<file path="src/rtl/fpga_bram_arb_pkg.sv">
// Shared widths, limits and payload type for the single-port BRAM arbiter.
// Optional statistics (FPGA_BRAM_ARB_STATS_EN) use the saturating helper below.
package fpga_bram_arb_pkg;

   localparam int DEFAULT_DATA_WIDTH    = 64;
   localparam int DEFAULT_ADDRESS_WIDTH = 32;
   localparam int MAX_NUM_REQ           = 4;
   localparam int STAT_WIDTH            = 32;

   typedef struct packed {
      logic                             we;
      logic [DEFAULT_ADDRESS_WIDTH-1:0] addr;
      logic [DEFAULT_DATA_WIDTH-1:0]    wdata;
   } bram_req_t;

   function automatic logic [STAT_WIDTH-1:0] sat_inc(input logic [STAT_WIDTH-1:0] v);
      return (&v) ? v : v + 1'b1;
   endfunction

endpackage

</file>
<file path="src/rtl/rr_arbiter.sv">
// Round-robin arbiter: combinational one-hot grant searched from a rotating pointer.
// Pointer moves to one past the winner on every grant; grants are suppressed during reset.
module rr_arbiter #(
   parameter int N = 2
) (
   input  logic                 clk,
   input  logic                 rst,
   input  logic [N-1:0]         req,
   output logic [N-1:0]         gnt,
   output logic [$clog2(N)-1:0] gnt_idx
);

   localparam int IW = $clog2(N);

   logic [IW-1:0] ptr;
   logic [IW-1:0] cand;
   logic          found;

   always_comb begin
      found   = 1'b0;
      gnt_idx = '0;
      cand    = '0;
      for (int k = 0; k < N; k++) begin
         cand = IW'((int'(ptr) + k) % N);
         if (!found && req[cand]) begin
            found   = 1'b1;
            gnt_idx = cand;
         end
      end
      gnt = '0;
      if (found && !rst) begin
         gnt[gnt_idx] = 1'b1;
      end
   end

   always_ff @(posedge clk) begin
      if (rst) begin
         ptr <= '0;
      end else if (found) begin
         ptr <= (int'(gnt_idx) == N - 1) ? '0 : gnt_idx + 1'b1;
      end
   end

endmodule

</file>
<file path="src/rtl/fpga_bram_arbiter.sv">
// Shares one single-port BRAM among NUM_REQ requesters with round-robin grants and
// routes the 1-cycle read data back to its issuer. Stats ports: FPGA_BRAM_ARB_STATS_EN.
module fpga_bram_arbiter
   import fpga_bram_arb_pkg::*;
#(
   parameter int DATA_WIDTH    = DEFAULT_DATA_WIDTH,
   parameter int ADDRESS_WIDTH = DEFAULT_ADDRESS_WIDTH,
   parameter int NUM_REQ       = 2
) (
   input  logic                                   clk,
   input  logic                                   rst,
   input  logic [NUM_REQ-1:0]                     req,
   input  logic [NUM_REQ-1:0]                     req_we,
   input  logic [NUM_REQ-1:0][ADDRESS_WIDTH-1:0]  req_addr,
   input  logic [NUM_REQ-1:0][DATA_WIDTH-1:0]     req_wdata,
   output logic [NUM_REQ-1:0]                     gnt,
   output logic [NUM_REQ-1:0]                     rvalid,
   output logic [DATA_WIDTH-1:0]                  rdata,
   output logic                                   bram_ena,
   output logic                                   bram_wea,
   output logic [ADDRESS_WIDTH-1:0]               bram_addra,
   output logic [DATA_WIDTH-1:0]                  bram_dina,
   input  logic [DATA_WIDTH-1:0]                  bram_douta,
   input  logic                                   bram_error,
   output logic                                   err
`ifdef FPGA_BRAM_ARB_STATS_EN
   ,
   output logic [NUM_REQ-1:0][STAT_WIDTH-1:0]     grant_cnt,
   output logic [NUM_REQ-1:0][STAT_WIDTH-1:0]     wait_cnt
`endif
);

   localparam int IDX_W = $clog2(NUM_REQ);

   if (NUM_REQ < 2 || NUM_REQ > MAX_NUM_REQ) begin : g_bad_num_req
      $error("fpga_bram_arbiter: NUM_REQ must be within 2..%0d", MAX_NUM_REQ);
   end

   logic [IDX_W-1:0] gnt_idx;
   logic             gnt_any;
   logic             pend_vld;
   logic [IDX_W-1:0] pend_owner;

   rr_arbiter #(
      .N (NUM_REQ)
   ) u_arb (
      .clk     (clk),
      .rst     (rst),
      .req     (req),
      .gnt     (gnt),
      .gnt_idx (gnt_idx)
   );

   assign gnt_any = |gnt;

   // Idle cycles drive zeros so the BRAM pins never float to X.
   always_comb begin
      bram_ena   = 1'b0;
      bram_wea   = 1'b0;
      bram_addra = '0;
      bram_dina  = '0;
      if (gnt_any) begin
         bram_ena   = 1'b1;
         bram_wea   = req_we[gnt_idx];
         bram_addra = req_addr[gnt_idx];
         bram_dina  = req_wdata[gnt_idx];
      end
   end

   always_ff @(posedge clk) begin
      if (rst) begin
         pend_vld   <= 1'b0;
         pend_owner <= '0;
         err        <= 1'b0;
      end else begin
         pend_vld <= gnt_any && !req_we[gnt_idx];
         if (gnt_any) begin
            pend_owner <= gnt_idx;
         end
         if (bram_error) begin
            err <= 1'b1;
         end
      end
   end

   // A read in flight when reset arrives must not surface during reset.
   always_comb begin
      rvalid = '0;
      rdata  = '0;
      if (pend_vld && !rst) begin
         rvalid[pend_owner] = 1'b1;
         rdata              = bram_douta;
      end
   end

`ifdef FPGA_BRAM_ARB_STATS_EN
   always_ff @(posedge clk) begin
      if (rst) begin
         grant_cnt <= '0;
         wait_cnt  <= '0;
      end else begin
         for (int i = 0; i < NUM_REQ; i++) begin
            if (gnt[i]) begin
               grant_cnt[i] <= sat_inc(grant_cnt[i]);
            end
            if (req[i] && !gnt[i]) begin
               wait_cnt[i] <= sat_inc(wait_cnt[i]);
            end
         end
      end
   end
`else
   // Without statistics the arbiter carries no counters.
`endif

endmodule

</file>
<file path="config.mk">
export PLATFORM = sky130hd
export DESIGN_NAME = fpga_bram_arbiter
export DESIGN_NICKNAME = d
export VERILOG_FILES = /design/src/rtl/fpga_bram_arb_pkg.sv /design/src/rtl/rr_arbiter.sv /design/src/rtl/fpga_bram_arbiter.sv
export SDC_FILE = /design/constraint.sdc
export NUM_CORES = 1
export LEC_CHECK = 0
export BUFFER_PORTS_ARGS = -buffer_cell sky130_fd_sc_hd__buf_4
export CORE_AREA = 10 10 161 163
export CTS_BUF_LIST = sky130_fd_sc_hd__clkbuf_8
export DETAILED_ROUTE_END_ITERATION = 10
export DIE_AREA = 0 0 171 173
export PLACE_DENSITY_LB_ADDON = 0.08
export SLEW_MARGIN = 20
export SYNTH_ARGS = -nofsm -noshare
export SYNTH_HDL_FRONTEND = slang
export SYNTH_HIERARCHICAL = 1
export SYNTH_SLANG_ARGS = --single-unit
</file>
<file path="constraint.sdc">
create_clock -name clk -period 1.35 [get_ports clk]
set_clock_uncertainty 0.2 [all_clocks]
set_input_delay 0.0675 -clock clk [delete_from_list [all_inputs] [get_ports clk]]
set_output_delay 0.0675 -clock clk [all_outputs]
set_load 0.03 [all_outputs]
</file>
== After elaboration in Yosys (flattened, before gate mapping) ==
Index checks and enable logic that the tools add are counted.

* Reductions and logical operators: 10
* $lt $le $gt $ge: 6
* Multiplexer cells: 26
* Add/sub/neg operators: 2

{| class="wikitable"
|+ Operator list
! cell !! number
|-
| 64-bit 2-to-1 mux || 4
|-
| 32-bit 2-to-1 mux || 3
|-
| 1-bit 2-to-1 mux || 15
|-
| 1-bit by 2-bit less-than comparator with 1-bit output, second input constant || 4
|-
| 1-bit logical AND || 6
|-
| 2-bit 2-to-1 mux || 2
|-
| 1-bit zero test || 3
|-
| 1-bit adder, second input constant || 2
|-
| 1-bit demux with 1-bit select || 2
|-
| 1-bit greater-or-equal comparator, second input constant || 2
|-
| 2-bit OR reduction || 1
|}

* Output and inout bits: 167
* Register bits after elaboration: 4

== Depth between registers and ports, before layout ==
* Word-level depth: 13
* Depth in mapped cells: 7
* Depth with buffers taken out: 4

== By module ==
Netlist, hierarchy kept.

{| class="wikitable"
|+ Modules (own cells, without submodules)
! module !! times used !! cells each !! area each (µm²)
|-
| fpga_bram_arbiter || 1 || 300 || 2047.0
|-
| rr_arbiter || 1 || 8 || 63.8
|}

== Worst setup path after synthesis ==
Ideal clock, no wire load.

* Path kind: register to output
* Start point: register u_arb.ptr
* End point: output port bram_addra[11]
* Slack: -1143 ps
* Arrival time: 2225 ps
* Buffers on the path: 2
* Data required time: 1082 ps
* Stages on the path, launching flop included: 6
* Cell sequence: dfxtp_1 -> a211oi_1 -> nor2_4 -> buf_2 -> buf_4 -> nor2_1

* Longest elaborated chain between the ends: 13

{| class="wikitable"
|+ Ends and longest elaborated chain
! item !! RTL line !! RTL
|-
| from (decl) || rr_arbiter.sv:15 || <nowiki>logic [IW-1:0] ptr;</nowiki>
|-
| from (signal assigned) || rr_arbiter.sv:40 || <nowiki>ptr <= (int'(gnt_idx) == N - 1) ? '0 : gnt_idx + 1'b1;</nowiki>
|-
| 1-bit 2-to-1 mux (not written as such) (2 in series) || rr_arbiter.sv:25 || <nowiki>if (!found && req[cand]) begin</nowiki>
|-
| 1-bit 2-to-1 mux || rr_arbiter.sv:25 ||
|-
| 1-bit zero test || rr_arbiter.sv:25 ||
|-
| 1-bit logical AND || rr_arbiter.sv:25 ||
|-
| 1-bit 2-to-1 mux || rr_arbiter.sv:25 ||
|-
| 1-bit by 2-bit less-than comparator with 1-bit output (not written as such) / 1-bit greater-or-equal comparator (equally long branches) || rr_arbiter.sv:32 || <nowiki>gnt[gnt_idx] = 1'b1;</nowiki>
|-
| 1-bit logical AND (not written as such) || rr_arbiter.sv:32 ||
|-
| 1-bit 2-to-1 mux (not written as such) || rr_arbiter.sv:32 ||
|-
| 1-bit demux with 1-bit select || n/a ||
|-
| 2-bit 2-to-1 mux (*) || rr_arbiter.sv:31 || <nowiki>if (found && !rst) begin</nowiki>
|-
| net gnt[0] || fpga_bram_arbiter.sv:16 || <nowiki>output logic [NUM_REQ-1:0] gnt,</nowiki>
|-
| 2-bit OR reduction (*) || fpga_bram_arbiter.sv:54 || <nowiki>assign gnt_any = |gnt;</nowiki>
|-
| 32-bit 2-to-1 mux (*) || fpga_bram_arbiter.sv:62 || <nowiki>if (gnt_any) begin</nowiki>
|-
| to (decl) || fpga_bram_arbiter.sv:21 || <nowiki>output logic [ADDRESS_WIDTH-1:0] bram_addra,</nowiki>
|}

Mark *: on every way through the listed nets, which the timed path passes. The rest lies on a longest branch. The select of a mux whose other input is x is not followed.

== Final worst setup path ==
* Start point: register u_arb.ptr
* End point: output port bram_dina[55]

* Longest elaborated chain between the ends: 13

{| class="wikitable"
|+ Ends and longest elaborated chain
! item !! RTL line !! RTL
|-
| 1-bit 2-to-1 mux (not written as such) (2 in series) || rr_arbiter.sv:25 ||
|-
| 1-bit 2-to-1 mux || rr_arbiter.sv:25 ||
|-
| 1-bit zero test || rr_arbiter.sv:25 ||
|-
| 1-bit logical AND || rr_arbiter.sv:25 ||
|-
| 1-bit 2-to-1 mux (*) || rr_arbiter.sv:25 ||
|-
| net gnt_idx || fpga_bram_arbiter.sv:39 || <nowiki>logic [IDX_W-1:0] gnt_idx;</nowiki>
|-
| 1-bit by 2-bit less-than comparator with 1-bit output (not written as such) / 1-bit greater-or-equal comparator (equally long branches) || rr_arbiter.sv:32 ||
|-
| 1-bit logical AND (not written as such) || rr_arbiter.sv:32 ||
|-
| 1-bit 2-to-1 mux (not written as such) || rr_arbiter.sv:32 ||
|-
| 1-bit demux with 1-bit select || n/a ||
|-
| 2-bit 2-to-1 mux || rr_arbiter.sv:31 ||
|-
| 2-bit OR reduction || fpga_bram_arbiter.sv:54 ||
|-
| 64-bit 2-to-1 mux (*) || fpga_bram_arbiter.sv:62 ||
|-
| to (decl) || fpga_bram_arbiter.sv:22 || <nowiki>output logic [DATA_WIDTH-1:0] bram_dina,</nowiki>
|}

Marked as above.

==> summary.md <==
| Metric | Value |
|---|---|
| Reg2Reg Depth | 7 |
| Status | complete, but fails checks |
| Synth Net Count | 571 |
| Maxcap violations | 0 |
| Max-slew headroom | 82.2% |
| Initial antenna violation count | 0 |
| Sw Share | 43.7% |
| Worst Tran Pin Value | 0.260 ns |
| #FFs+latches synth | 4 |
| Part of the Yosys area used for sequential elements | 3.79% |
| Core area | 22600 sq um |
| Drt pass-1 iters | 4 |
| Placer Congestion | 0.784 |
| Ys Warns | 6 |
| Die Y | 173 microns |
| Drc violations | 0 |
| Combinational share of power | 89.6% |
| Leakage power | 3.81 nW |
| Crit path max fanout | 18 |
| RSZ-0062 raised after global routing | yes |
| Clk sinks | 4 |
| WL final | 22.4 mm |
| Final period utilization | 148% |
| CTS tree | yes |
| Tmin final | 1.99 ns |
| Antenna Nets Post-Route | 0 |
| Total power | 0.00376 W |
| Place WS | -0.472 ns |
| Std cell rows | 55 |
| Area after DPL | 6160 sq um |
| Setup crit start | u_arb/ptr$_SDFFE_PP0P_ |
| Crit end category | primary output |
| Synthesis-to-layout area growth | 299% |
| # nets final | 1039 |
| Filler cells | 2261 |
| Iter 0 DRT Violations | 69 |
| Flop2flop setup slack | -0.43 ns |
| Final Worst Setup Slack | -0.644 ns |
| Largest net degree at the start of global routing | 23 |
| Final Instance Area | 8420 sq um |
| Vias per cell | 3.92 |
| FFs w/ async S/R, synth | 0% |
| Pint | 0.00212 W |
| Mapped Cells | 308 |
| Cell area after synthesis | 2110 sq um |
| Crit Path Category | flip-flop to primary output |
| Worst r2r src | u_arb/ptr$_SDFFE_PP0P_ |
| Clock power share | 6.9% |
| Tightest Hold Check Type | primary input to flip-flop |
| Syn avg cell area | 6.85 sq um |
| Final HPWL DP | 17.2 mm |
| IO buf count | 429 |
| WHS | -0.0604 ns |
| Commonest non-fill, non-tap cells in the layout | 295 x buf_4, 146 x buf_6, 66 x and2_4 |
| Failing checks | negative hold slack, negative setup slack |
| First-pass GRT wire length | 30.1 mm |
| Pins Over Slew Limit | 0 |
| Type of origin of the critical path | flip-flop |
| Commonest non-fill, non-tap cell in the layout | buf_4 |
| Crit path capture | bram_dina[55] |
| Pwr dens | 447 nW/um^2 |
| Setup TNS | -70.93 ns |
| Vias in the first global route | 4774 |
| Chip Width | 171 microns |
| Root Buffer | clkbuf_8 |
| I/O Pins | 430 |
| H-tree depth | 1 |
| Grt ovf | 0 |
| Clk slew on worst S/H paths | 0.03 ns |
| Arr. time, crit path | 1.73 ns |
| Net Sw Power | 0.00164 W |
| Seq pwr share | 3.5% |
| Max Root-Sink Buffers | 2 |
| Starting Density | 9.35% |
| Hold Buf Count CTS | 5 |
| Peak supply drop | 176 uV |
| Post-synth EDFFs | 0 |
| GRT Overall Usage | 13.4% |
| Primary FF master, synth | dfxtp_1 |
| N_diodes | 0 |
| Count of cell types in the netlist | 22 |
| Worst Path Required | 1.08 ns |
| Critical R2R Capture | pend_owner$_SDFFE_PP0P_ |
| Later-pin clock latency in the skew report | 0.22 ns |
| Final setup violation count | 168 |
| Layout cells sized above 1 | 93.3% |
| Die area | 29600 sq um |
| CTS Buf Count | 3 |
| Max frequency | 502 MHz |
| Via count | 4153 |
| Wire per inst | 21.2 microns |
| Final hold violations | 2 |
sequential cells by signal, summed over array words and instances, names as in the netlist:
register	cells
err	1
pend_owner	1
pend_vld	1
u_arb/ptr	1
kinds of logic after synthesis:
kind of cell / Yosys count / share of synthesized area [%]
DFF: 4 / 3.79
buffers and inverters: 30 / 8.71
and+or+nand+nor: 173 / 40.4
AOI/OAI and AO/OA: 4 / 1.07
muxes: 97 / 46.0
final cells by class:
class,count,area [sq um],share of cell area (%)
Tap cell,285,357,4.23
Sequential cell,4,82.6,0.980
Multi-Input combinational cell,274,3070,36.4
Timing Repair Buffer,491,4870,57.8
Clock buffer,3,41.3,0.490
Inverter,2,11.3,0.134
worst max-delay path, cell delays in order, from the launching register on:
cell and delay (ns):
dfxtp_2 0.33, nand2b_4 0.13, and2_4 0.18, buf_12 0.14
buf_16 0.20, mux2i_4 0.31, nor2_2 0.06, buf_6 0.14
power groups by stage:
| stage | Sequential (W) | Clock [W] | Combinational (W) |
|---|---|---|---|
| after CTS | 0.000132 | 0.000268 | 0.00319 |
| after detailed placement | 0.000133 | 0 | 0.00248 |
| after global routing | 0.000134 | 0.000276 | 0.00354 |
| after floorplan | 0.000137 | 0 | 0.00128 |
| after global placement | 0.000133 | 0 | 0.00247 |
| final | 0.000133 | 0.000258 | 0.00337 |
Yosys cell counts, types with 2 or more instances:
cell type  count  share of area (%)
clkbuf_1       3               0.53
a21oi_1        2               0.47
buf_1          7                1.2
and2_1        66                 20
nor2_1        99                 18
mux2i_1       97                 46
buf_4          9                3.2
buf_8          2                1.4
nand2b_1       2               0.59
clkbuf_2       5                1.2
inv_1          2               0.36
dfxtp_1        4                3.8
stage by stage:
stage | cells | util [%]
6_report | 1059 | 37.3
5_1_grt | 1059 | 37.3
4_1_cts | 1056 | 35.5
3_5_place_dp | 1018 | 27.3
3_3_place_gp | 1018 | 27.3
2_1_floorplan | 308 | -
worst min-delay path by stage:
stage,from,end,slack [ns],depth (start not counted)
after floorplan,rst,u_arb/ptr$_SDFFE_PP0P_,-0.07,1
after global placement,bram_error,err$_SDFFE_PP0P_,0.08,3
after detailed placement,bram_error,err$_SDFFE_PP0P_,0.08,3
after CTS,req[0],u_arb/ptr$_SDFFE_PP0P_,-0.07,3
after global routing,req[0],u_arb/ptr$_SDFFE_PP0P_,-0.05,3
final,req[0],u_arb/ptr$_SDFFE_PP0P_,-0.06,3
per-layer routing:
metal / GRT usage (%) / up-vias / share of wire, %
li1: - / 1959 / -
met1: 10.2 / 1914 / 27
met2: 28.6 / 265 / 59
met3: 6.26 / 15 / 13
met4: 2.39 / 0 / 1.3
met5: 0 / - / 0
timing repair:
action	CTS	global route
hold endpoints to repair	4	2
cloned	13	9
pin swaps	44	29
setup endpoints to repair	168	168
buffers inserted	19	3
gates resized for setup	293	98
(Power assumes the default switching activity.)
